<file path="src/rtl/fifo_rd_pkg.sv">
// Shared types and constants for the FIFO read-side drain controller.
// Holds the FSM encoding, skid-buffer depth and delivered-word counter width.
package fifo_rd_pkg;

  typedef enum logic [0:0] {
    ST_IDLE  = 1'b0,
    ST_DRAIN = 1'b1
  } state_t;

  localparam int SKID_DEPTH = 2;
  localparam int RD_CNT_W   = 16;
  localparam int OCC_W      = 2;

  // Occupancy after one edge; callers pass already-qualified push/pop.
  function automatic logic [OCC_W-1:0] occ_after(input logic [OCC_W-1:0] occ,
                                                 input logic push,
                                                 input logic pop);
    logic [OCC_W-1:0] res;
    if (push && !pop) begin
      res = occ + OCC_W'(1);
    end else if (pop && !push) begin
      res = occ - OCC_W'(1);
    end else begin
      res = occ;
    end
    return res;
  endfunction

endpackage

</file>
<file path="src/rtl/rd_skid_buf.sv">
// Two-entry FIFO-ordered skid buffer absorbing the read latency of the LMAC FIFO.
// Entry 0 is always the head; a push while full is dropped unless a pop frees a slot.
module rd_skid_buf
  import fifo_rd_pkg::*;
#(
  parameter int WIDTH = 8
) (
  input  logic             clk,
  input  logic             reset,
  input  logic             push,
  input  logic [WIDTH-1:0] push_data,
  input  logic             pop,
  output logic [OCC_W-1:0] occ,
  output logic [WIDTH-1:0] head,
  output logic             valid
);

  localparam logic [OCC_W-1:0] FULL  = OCC_W'(SKID_DEPTH);
  localparam logic [OCC_W-1:0] ONE   = OCC_W'(1);
  localparam logic [OCC_W-1:0] EMPTY = {OCC_W{1'b0}};

  logic [WIDTH-1:0] entry0_r;
  logic [WIDTH-1:0] entry1_r;
  logic [OCC_W-1:0] occ_r;
  logic             valid_r;
  logic             do_pop_s;
  logic             do_push_s;
  logic [OCC_W-1:0] occ_nxt_s;

  // Qualify handshakes against current occupancy.
  always_comb begin
    do_pop_s = pop & valid_r;
    if (occ_r == FULL) begin
      do_push_s = push & do_pop_s;
    end else begin
      do_push_s = push;
    end
    occ_nxt_s = occ_after(occ_r, do_push_s, do_pop_s);
  end

  // Storage and occupancy registers.
  always_ff @(posedge clk or posedge reset) begin
    if (reset) begin
      entry0_r <= {WIDTH{1'b0}};
      entry1_r <= {WIDTH{1'b0}};
      occ_r    <= EMPTY;
      valid_r  <= 1'b0;
    end else begin
      occ_r   <= occ_nxt_s;
      valid_r <= (occ_nxt_s != EMPTY);
      case ({do_push_s, do_pop_s})
        2'b10: begin
          if (occ_r == EMPTY) begin
            entry0_r <= push_data;
          end else begin
            entry1_r <= push_data;
          end
        end
        2'b01: begin
          entry0_r <= entry1_r;
        end
        2'b11: begin
          // With one word held the new word becomes the head directly.
          if (occ_r == ONE) begin
            entry0_r <= push_data;
          end else begin
            entry0_r <= entry1_r;
            entry1_r <= push_data;
          end
        end
        default: begin
          entry0_r <= entry0_r;
        end
      endcase
    end
  end

  assign occ   = occ_r;
  assign head  = entry0_r;
  assign valid = valid_r;

endmodule

</file>
<file path="src/rtl/fifo_rd_drain.sv">
// Read-side drain controller: waits for a threshold or flush, bursts reads from the
// LMAC FIFO and presents the words downstream as a valid/ready stream.
module fifo_rd_drain
  import fifo_rd_pkg::*;
#(
  parameter int WIDTH  = 8,
  parameter int PTR    = 4,
  parameter int THRESH = 4,
  parameter int BURST  = 16
) (
  input  logic                rdclk,
  input  logic                reset,
  output logic                rden,
  input  logic [WIDTH-1:0]    dataout,
  input  logic                rdempty,
  input  logic [PTR:0]        rdusedw,
  input  logic                flush,
  output logic [WIDTH-1:0]    out_data,
  output logic                out_valid,
  input  logic                out_ready,
  output logic [RD_CNT_W-1:0] rd_cnt,
  output logic                busy
);

  localparam int             BW        = $clog2(BURST + 1);
  localparam logic [BW-1:0]  BURST_MAX = BW'(BURST);
  localparam logic [BW-1:0]  BURST_PRE = BW'(BURST - 1);
  localparam logic [PTR:0]   THRESH_W  = (PTR + 1)'(THRESH);

  state_t                state_r;
  logic                  pending_r;
  logic [BW-1:0]         burst_cnt_r;
  logic [RD_CNT_W-1:0]   rd_cnt_r;
  logic [OCC_W-1:0]      occ_s;
  logic                  pop_s;
  logic                  accept_s;
  logic                  rden_s;
  logic [OCC_W:0]        credit_s;

  // Credit check counts buffered words plus the one in flight, less the word leaving now.
  always_comb begin
    pop_s    = out_valid & out_ready;
    credit_s = {1'b0, occ_s} + {{OCC_W{1'b0}}, pending_r} - {{OCC_W{1'b0}}, pop_s};
    rden_s   = (state_r == ST_DRAIN) & ~rdempty & (credit_s < 3'd2)
             & (burst_cnt_r < BURST_MAX);
    accept_s = rden_s & ~rdempty;
  end

  // Burst FSM and per-burst read counter.
  always_ff @(posedge rdclk or posedge reset) begin
    if (reset) begin
      state_r     <= ST_IDLE;
      burst_cnt_r <= {BW{1'b0}};
    end else begin
      case (state_r)
        ST_IDLE: begin
          if ((rdusedw >= THRESH_W) || (flush && !rdempty)) begin
            state_r     <= ST_DRAIN;
            burst_cnt_r <= {BW{1'b0}};
          end else begin
            state_r <= ST_IDLE;
          end
        end
        ST_DRAIN: begin
          if (accept_s) begin
            burst_cnt_r <= burst_cnt_r + BW'(1);
          end else begin
            burst_cnt_r <= burst_cnt_r;
          end
          if ((accept_s && (burst_cnt_r == BURST_PRE)) || (burst_cnt_r == BURST_MAX)
              || (rdempty && !pending_r && !flush)) begin
            state_r <= ST_IDLE;
          end else begin
            state_r <= ST_DRAIN;
          end
        end
        default: begin
          state_r <= ST_IDLE;
        end
      endcase
    end
  end

  // Read-latency tracking and delivered-word count.
  always_ff @(posedge rdclk or posedge reset) begin
    if (reset) begin
      pending_r <= 1'b0;
      rd_cnt_r  <= {RD_CNT_W{1'b0}};
    end else begin
      pending_r <= accept_s;
      if (pop_s) begin
        rd_cnt_r <= rd_cnt_r + RD_CNT_W'(1);
      end else begin
        rd_cnt_r <= rd_cnt_r;
      end
    end
  end

  rd_skid_buf #(
    .WIDTH (WIDTH)
  ) u_skid (
    .clk       (rdclk),
    .reset     (reset),
    .push      (pending_r),
    .push_data (dataout),
    .pop       (out_ready),
    .occ       (occ_s),
    .head      (out_data),
    .valid     (out_valid)
  );

  assign rden   = rden_s;
  assign rd_cnt = rd_cnt_r;
  assign busy   = (state_r == ST_DRAIN) | pending_r | (occ_s != {OCC_W{1'b0}});

endmodule

</file>
<file path="config.mk">
export PLATFORM = sky130hd
export DESIGN_NAME = fifo_rd_drain
export DESIGN_NICKNAME = d
export VERILOG_FILES = /design/src/rtl/fifo_rd_pkg.sv /design/src/rtl/rd_skid_buf.sv /design/src/rtl/fifo_rd_drain.sv
export SDC_FILE = /design/constraint.sdc
export NUM_CORES = 1
export LEC_CHECK = 0
export ABC_AREA = 1
export BUFFER_PORTS_ARGS = -buffer_cell sky130_fd_sc_hd__buf_2
export CAP_MARGIN = 20
export CORE_UTILIZATION = 45
export CTS_BUF_LIST = sky130_fd_sc_hd__clkbuf_2 sky130_fd_sc_hd__clkbuf_4 sky130_fd_sc_hd__clkbuf_8
export CTS_CLUSTER_DIAMETER = 40
export CTS_CLUSTER_SIZE = 30
export DETAILED_ROUTE_END_ITERATION = 10
export PLACE_DENSITY = 0.67
export SLEW_MARGIN = 5
export SYNTH_ARGS = -nofsm -noshare
export SYNTH_HDL_FRONTEND = slang
export SYNTH_SLANG_ARGS = --single-unit
</file>
<file path="constraint.sdc">
create_clock -name rdclk -period 3.1 [get_ports rdclk]
set_input_delay 0.62 -clock rdclk [delete_from_list [all_inputs] [get_ports rdclk]]
set_output_delay 0.62 -clock rdclk [all_outputs]
set_load 0.02 [all_outputs]
</file>
==> results of run 1 <==
-- layer usage --
| metal | part of all wire [%] | global-route usage, % | up-vias |
|---|---|---|---|
| met5 | 0 | 0 | - |
| met4 | 1.2 | 5.882 | 0 |
| met3 | 3.7 | 3.729 | 5 |
| met2 | 49 | 31.57 | 30 |
| met1 | 46 | 22.47 | 855 |
| li1 | - | - | 944 |
-- how the worst max path moves through the flow --
stage / start / end / slack (ns) / cells after the start
floorplan: out_ready / rden / 0.02 / 10
global placement: out_ready / rden / 0.09 / 11
detailed placement: out_ready / rden / 0.06 / 11
CTS: out_ready / rden / 0.06 / 11
global route: out_ready / rden / 0.03 / 11
finish: out_ready / rden / 0.14 / 11
-- state kept, by name, summed over array words and instances, names as in the netlist --
| name | flops |
|---|---|
| state_r | 1 |
| u_skid.head | 8 |
| u_skid.entry1_r | 8 |
| burst_cnt_r | 5 |
| u_skid.occ | 2 |
| pending_r | 1 |
| u_skid.valid | 1 |
| rd_cnt | 16 |
-- cells by family (layout without fill, tap and decap cells) --
kind of cell	after synthesis	after routing	synth area share, %
flops	42	42	46.46
xor+xnor	12	12	4.646
fa+ha+maj	9	9	5.310
simple gates	144	144	30.09
compound gates	20	20	6.250
buf+inv	35	84	7.245
-- repair_timing --
action,in CTS,in global routing
gates resized for setup,0,3
setup endpoints to repair,0,1
endpoints found under the hold margin,0,0
-- power by group through the flow --
stage	combinational [mW]	sequential, mW	clock [mW]
final	0.947	0.899	0.432
after global routing	1.07	0.927	0.459
after CTS	0.953	0.899	0.446
after detailed placement	0.953	0.906	0
after global placement	0.931	0.901	0
after floorplan	0.596	1.00	0
-- worst register-to-register path, delay by kind of cell, from the launching register on --
family	cells	cell delay (ns)
and+or+nand+nor	5	0.73
AOI/OAI and AO/OA	1	0.11
adders and majority gates	2	0.73
buffers and inverters	2	0.30
DFF	1	0.38
-- cells in the mapped netlist, drive strengths merged --
cell     n  area, sq um
a31oi    8        62.56
buf      4        47.54
dfrtp   42         1051
fa       1        20.02
ha       8        100.1
inv     31        116.4
nand2   79        324.1
nand3   28        157.7
nand4    5        31.28
nor2    26        128.9
nor3     4        25.02
nor3b    1        7.510
o211ai   1        7.510
o21ai    9        45.04
o22ai    2        26.28
or2      1        6.260
xnor2    4        35.03
xor2     8        70.07
-- metrics by stage --
| step | worst slack [ns] | cells | hold WS [ns] | util, % | instance area (sq um) |
|---|---|---|---|---|---|
| after global placement | 0.08565 | 371 | 0.4545 | 53.05 | 2539 |
| final | 0.1393 | 378 | 0.4556 | 55.56 | 2659 |
| after global routing | 0.03412 | 378 | 0.5051 | 55.56 | 2659 |
| after detailed placement | 0.06046 | 371 | 0.4602 | 53.05 | 2539 |
| after floorplan | 0.02160 | 262 | 0.4427 | - | 2262 |
| after CTS | 0.06125 | 378 | 0.4731 | 55.40 | 2651 |
-- final cells by class --
type | count | area [sq um] | share of cell area [%]
clock buffer | 6 | 82.58 | 3.106
clock inverter | 1 | 30.03 | 1.129
inverter | 31 | 116.4 | 4.376
multi-input combinational | 185 | 1052 | 39.58
sequential | 42 | 1051 | 39.53
tap | 67 | 83.83 | 3.153
timing repair buffer | 46 | 242.7 | 9.129
==> impl_metrics.toml, run 1 <==
[die]
row_count = 25
die_area_sq_um = 5314
die_x_um = 72.90
initial_core_util_pct = 47.27
fp.dieH_um = 72.90
io_pins = 45
core_sq_um = 4786

[finish]
layout-drive-gt1-share_pct = 23.79
antenna_cells = 0
mostFrequentLayoutCells = "72 x nand2_1, 42 x dfrtp_1, 41 x buf_2"
layout_commonest_cell = "nand2_1"
n_fill_cell = 478
fin_nets = 338
area_delta_synth_final_pct = 17.53

[setup_path]
end_kind = "output pin"
arrival_ns = 2.34
critPathSlowestCell = "fa_1"
critPathMaxStageDelay_ns = 0.49
r2r_slack_ns = 0.73
crit_type = "in -> out"
path_buf_inv = 4
crit_path_start_kind = "input port"
timing.rr.end = "burst_cnt_r[1]"
cp.required_ns = 2.48
reg2reg_depth = 10
cp_top_family = "adder cells"
crit_chain = "buf_2 > nand2_2 > inv_2 > ha_1 > or2_2 > fa_1 > nand2_1 > nor3_2 > nand2_1 > inv_2 > buf_4"
cp_max_fo = 3
reg2reg_from = "u_skid.occ[0]"

[place]
port_buffers = 42
place.detailed.hpwl_um = 3164
gp_congestion = 0.7817

[global_route]
grt_max_degree = 43
grt-ovfl-total = 0
grt_use_total_pct = 18.13
antenna_found_initial = 0
grt_pass1_vias = 1728
grt_pass1_wl_um = 7445

[power]
comb_power_share_pct = 41.6
p_per_area_nw_per_um2 = 856.4
power.switching_mw = 0.9388
ir_worst_vdd_uv = 354.8
clkPwrFrac_pct = 19.0
swShare_pct = 41.23
p_int_mw = 1.338
finalPower_mw = 2.277
p_leak_nw = 1.358
sequentialPowerShare_pct = 39.5

[route]
wl_per_cell_um = 11.37
ant_nets = 0
drtIter0Drc = 58
vias = 1834
finalWirelength_um = 4297
drc = 0
dr.pass1.iters = 4
routed_via_density = 4.852

[sta]
setup_violations = 0
rsz0062_at_grt = "no"
slew_viol_final = 0
fin_crit_ns = 2.961
worstMarginPinSlew_ns = 0.5219
fmax_ghz = 0.3378
clock_skew_ns = 0.008571
relSlewSlack_pct = 65.20
setup_tns_ns = 0
finalHoldViolCount = 0
finalCritPeriodShare_pct = 95.51

[synth]
ys_types = 32
syn_inst = 262
synth_nets = 289
yosys_warnings = 0
synth.avg_cell_area_sq_um = 8.634
synth_area_sq_um = 2262
synth.yosys.seq_area_share_pct = 46.46
synth_seq_cells = 42

[cts]
post_cts_buffers = 0
ctsHtreeMaxLevel = 2
clkSlewWorstSetupHoldPaths_ns = 0.08
cts-buffers-inserted = 5
clock_latency_ns = 0.29
clk_path_buf_depth = 2
root_buffer = "clkbuf_8"
cts_tree = "built"
cts_hold_buf = 0
cts.sinks = 42

[run_status]
status = "finished, final reports clean"

[run]
maxCapViolCount = 0

[hold_path]
hold_path.class = "in -> async"
Note: power is estimated with default switching activity, not from simulation.
==> run 2: changes to the inputs <==
--- a/config.mk
+++ b/config.mk
@@ -14,6 +14,7 @@
 export CTS_CLUSTER_SIZE = 30
 export DETAILED_ROUTE_END_ITERATION = 10
 export PLACE_DENSITY = 0.67
+export RECOVER_POWER = 50
 export SLEW_MARGIN = 5
 export SYNTH_ARGS = -nofsm -noshare
 export SYNTH_HDL_FRONTEND = slang
==> run 2 against run 1 <==
The run now ends with capacitance limit, slew limit left. Register-to-register slack is essentially flat. Fmax down 0.13%. Die area did not move. Sequential power about the same. Highest routed layer unchanged.
==> impl_metrics.toml, run 2 (same netlist as run 1, synthesis figures left out) <==
[run_status]
status = "finished with violations"
violations = "capacitance limit, slew limit"

[finish]
regArea_sq_um = 1051
final_area_sq_um = 2625
layout_commonest_cell = "nand2_1"
fin_nets = 338
layout-drive-gt1-share_pct = 21.54
multi_input_area_sq_um = 1030
n_fill_cell = 486
area_delta_synth_final_pct = 16.04
largest_reg_flops = 16
final_cells = 378
mostFrequentLayoutCells = "73 x nand2_1, 42 x dfrtp_1, 41 x buf_2"
fin_util_pct = 54.85
antenna_cells = 0

[die]
initial_core_util_pct = 47.27
die_x_um = 72.90
core_sq_um = 4786
io_pins = 45
row_count = 25
fp.dieH_um = 72.90
die_area_sq_um = 5314

[power]
sequentialPowerShare_pct = 39.6
swShare_pct = 41.23
p_int_mw = 1.332
clkPwrFrac_pct = 19.1
finalPower_mw = 2.266
p_leak_nw = 1.336
comb_power_share_pct = 41.3
p_per_area_nw_per_um2 = 863.2
ir_worst_vdd_uv = 350.3
power.switching_mw = 0.9342

[setup_path]
cp.required_ns = 2.48
arrival_ns = 2.34
crit_path_start_kind = "input port"
crit_chain = "buf_2 > nand2_2 > inv_1 > ha_1 > or2_2 > fa_1 > nand2_1 > nor3_2 > nand2_1 > inv_2 > buf_4"
cp_max_fo = 3
reg2reg_depth = 10
crit_type = "in -> out"
critPathSlowestCell = "fa_1"
critPathMaxStageDelay_ns = 0.49
critPathMostFrequentCell = "nand2_1"
end_kind = "output pin"

[cts]
cts.sinks = 42
clock_latency_ns = 0.29
cts-buffers-inserted = 5
cts_tree = "built"
cts_hold_buf = 0
clkSlewWorstSetupHoldPaths_ns = 0.08
root_buffer = "clkbuf_8"
ctsHtreeMaxLevel = 2
post_cts_buffers = 0
clk_path_buf_depth = 2

[run]
maxCapViolCount = 1

[global_route]
antenna_found_initial = 0
grt-ovfl-total = 0
grt_max_degree = 43
grt_pass1_wl_um = 7445
grt_use_total_pct = 18.13
grt_pass1_vias = 1728

[sta]
finalCritPeriodShare_pct = 95.63
holdWs_ns = 0.4773
fin_crit_ns = 2.964
finalHoldViolCount = 0
setup_ws_ns = 0.1355
setup_violations = 0
clock_skew_ns = 0.008012
setup_tns_ns = 0
slew_viol_final = 43
fmax_ghz = 0.3373
worstMarginPinSlew_ns = 2.200
relSlewSlack_pct = -46.68
rsz0062_at_grt = "no"

[route]
drtIter0Drc = 56
top_layer = "met4"
vias = 1829
wl_per_cell_um = 11.46
dr.pass1.iters = 4
finalWirelength_um = 4332
wl_met3_um = 163
wl_met1_um = 1993
wl_met2_um = 2123
drc = 0
ant_nets = 0
routed_via_density = 4.839

[hold_path]
hold_depth = 2
hold_path.class = "reg -> reg"

[place]
dpl.cell_count = 371
place.detailed.hpwl_um = 3164
gp_congestion = 0.7817
post-place-ws_ns = 0.06046
port_buffers = 42
dpl_cell_area_sq_um = 2539
==> run 2: cell count changes in the layout (fill, tap and decap cells not counted), sizes merged <==
| cell | before | now |
|---|---|---|
| clkbuf | 6 | 9 |
| buf | 46 | 43 |
==> run 2: cell type report <==
cell class              instances  area share, %
inverters                      31          4.433
flip-flops and latches         42          40.04
multi-input cells             185          39.23
well taps                      67          3.194
clock inverters                 1          1.144
repair buffers                 46          8.818
clock buffers                   6          3.146
==> run 2: worst max-delay path, delay by kind of cell <==
family / cells / cell delay, ns
buf+inv: 4 / 0.36
simple gates: 5 / 0.62
fa+ha+maj: 2 / 0.74
==> run 2: worst paths after layout <==
check	from	endpoint	slack (ns)
worst max-delay path	out_ready	rden	0.14
worst min-delay path	u_skid.entry1_r[0]	u_skid.entry1_r[0]	0.48
worst max register to register	u_skid.occ[0]	burst_cnt_r[1]	0.73
worst min register to register	u_skid.entry1_r[0]	u_skid.entry1_r[0]	0.48
max in group asynchronous	reset	u_skid.head[5]	0.72
min in group asynchronous	reset	rd_cnt[6]	1.13
==> run 2: layer usage <==
metal,track usage (%),up-vias
li1,-,941
met1,22.47,853
met2,31.57,30
met3,3.729,5
met4,5.882,0
met5,0,-
==> run 2: what timing repair did <==
item                                   in CTS  in global routing
setup endpoints to repair                   0                  1
endpoints found under the hold margin       0                  0
resized for setup                           0                  3
==> run 2: power by group through the flow <==
| stage | sequential (mW) | combinational (mW) | clock, mW |
|---|---|---|---|
| after CTS | 0.899 | 0.953 | 0.446 |
| final | 0.898 | 0.936 | 0.433 |
| after detailed placement | 0.906 | 0.953 | 0 |
| after global placement | 0.901 | 0.931 | 0 |
| after floorplan | 1.00 | 0.596 | 0 |
| after global routing | 0.927 | 1.06 | 0.459 |
==> run 3: changes to the inputs <==
--- a/config.mk
+++ b/config.mk
@@ -14,7 +14,7 @@
 export CTS_CLUSTER_SIZE = 30
 export DETAILED_ROUTE_END_ITERATION = 10
 export PLACE_DENSITY = 0.67
-export RECOVER_POWER = 50
+export RECOVER_POWER = 100
 export SLEW_MARGIN = 5
 export SYNTH_ARGS = -nofsm -noshare
 export SYNTH_HDL_FRONTEND = slang
==> run 3 against run 2 <==
The flow still finishes with violations (capacitance limit, slew limit). First-iteration DRC count is 7.1% higher. Global-route usage stayed put. Sequential power is 0.6% higher. Via count is 0.77% lower. Wire length is 0.65% higher. Non-clock buffer count stayed put. Utilization is 0.97 points lower. Total power is 1.6% lower. Critical path depth stayed put. Clock skew hardly changed. Count of clock-buffer cells in the layout stayed put. Final area is 1.8% lower. Largest power group is now registers. Highest routed layer unchanged.
==> impl_metrics.toml, run 3 (same netlist as run 1, synthesis figures left out) <==
[run_status]
status = "finished with violations"
violations = "capacitance limit, slew limit"

[cts]
cts-buffers-inserted = 5
clkSlewWorstSetupHoldPaths_ns = 0.08
clock_latency_ns = 0.29
cts.sinks = 42
cts_tree = "built"
ctsHtreeMaxLevel = 2
clk_path_buf_depth = 2
root_buffer = "clkbuf_8"

[finish]
layout_commonest_cell = "nand2_1"
regArea_sq_um = 1051
layout-drive-gt1-share_pct = 12.22
multi_input_area_sq_um = 1020
largest_reg_flops = 16
n_fill_cell = 499
area_delta_synth_final_pct = 13.99
fin_nets = 338
mostFrequentLayoutCells = "75 x nand2_1, 42 x dfrtp_1, 30 x clkbuf_1"
antenna_cells = 0

[global_route]
grt_max_degree = 43
grt_pass1_vias = 1728
antenna_found_initial = 0
grt-ovfl-total = 0
grt_pass1_wl_um = 7445
grt_use_total_pct = 18.13

[setup_path]
arrival_ns = 2.34
crit_type = "in -> out"
cp.required_ns = 2.48
reg2reg_from = "u_skid.occ[0]"
r2r_slack_ns = 0.73
cp_max_fo = 3
end_kind = "output pin"
reg2reg_depth = 10
crit_path_start_kind = "input port"
worstSetupStartpoint = "out_ready"

[die]
core_sq_um = 4786
initial_core_util_pct = 47.27
fp.dieH_um = 72.90
io_pins = 45
die_area_sq_um = 5314
row_count = 25
die_x_um = 72.90

[power]
finalPower_mw = 2.230
p_per_area_nw_per_um2 = 864.6
ir_worst_vdd_uv = 341.2
p_leak_nw = 1.248

[sta]
relSlewSlack_pct = -45.97
fin_crit_ns = 2.962
clock_skew_ns = 0.008004
setup_violations = 0
finalHoldViolCount = 0
worstMarginPinSlew_ns = 2.190
fmax_ghz = 0.3376
setup_tns_ns = 0
rsz0062_at_grt = "no"
slew_viol_final = 43
finalCritPeriodShare_pct = 95.55

[route]
vias = 1815
drc = 0
drtIter0Drc = 60
wl_per_cell_um = 11.53
finalWirelength_um = 4360
dr.pass1.iters = 4
routed_via_density = 4.802
ant_nets = 0

[place]
gp_congestion = 0.7817
port_buffers = 42
place.detailed.hpwl_um = 3164

[hold_path]
hold_path.class = "reg -> reg"
worstHoldStart = "u_skid.entry1_r[4]"
hold_depth = 2

[run]
maxCapViolCount = 1
run 3: cell types whose count changed in the layout (fill, tap and decap cells not counted), sizes merged:
cell,previous run,this run
buf,43,16
clkbuf,9,36
run 3: final cells by class:
type | count | share of cell area [%]
clock inverters | 1 | 1.164
clock buffers | 6 | 3.202
inverters | 31 | 4.512
multi-input cells | 185 | 39.54
repair buffers | 46 | 7.569
flip-flops and latches | 42 | 40.76
well taps | 67 | 3.251
run 3: timing repair:
action,CTS,global route
hold endpoints to repair,0,0
gates resized for setup,0,3
setup endpoints to repair,0,1
hold buffers,0,0
setup buffers,0,0
run 3: final timing paths:
kind | endpoint
setup / recovery | rden
hold / removal | u_skid.entry1_r[4]
setup reg to reg | burst_cnt_r[1]
hold reg to reg | u_skid.entry1_r[4]
max in group asynchronous | burst_cnt_r[4]
min in group asynchronous | rd_cnt[6]
run 3: worst max-delay path: stages:
cell and delay, ns:
buf_2 0.10, nand2_2 0.06, inv_1 0.05, ha_1 0.25, or2_2 0.30, fa_1 0.49
nand2_1 0.06, nor3_2 0.10, nand2_1 0.10, inv_2 0.08, buf_4 0.13
run 3: metrics by stage:
step           worst slack (ns)  cell area [sq um]  utilization [%]  hold slack, ns  cells
6_report                 0.1379               2579            53.88          0.4779    378
5_1_grt                 0.02610               2579            53.88          0.5051    378
4_1_cts                 0.06125               2651            55.40          0.4731    378
3_5_place_dp            0.06046               2539            53.05          0.4602    371
3_3_place_gp            0.08565               2539            53.05          0.4545    371
2_1_floorplan           0.02160               2262                -          0.4427    262
run 3: metal layers:
| layer | up-vias | GRT usage [%] | wire (um) |
|---|---|---|---|
| met5 | - | 0 | 0 |
| met3 | 5 | 3.729 | 146 |
| met1 | 842 | 22.47 | 2032 |
| li1 | 940 | - | - |
| met2 | 28 | 31.57 | 2130 |
| met4 | 0 | 5.882 | 51 |
run 3: where the power goes:
part / total, mW / leakage, nW / internal (mW) / switching [mW]
clock network: 0.432 / 0.0573 / 0.258 / 0.174
logic: 0.894 / 0.671 / 0.295 / 0.599
registers: 0.903 / 0.519 / 0.742 / 0.161
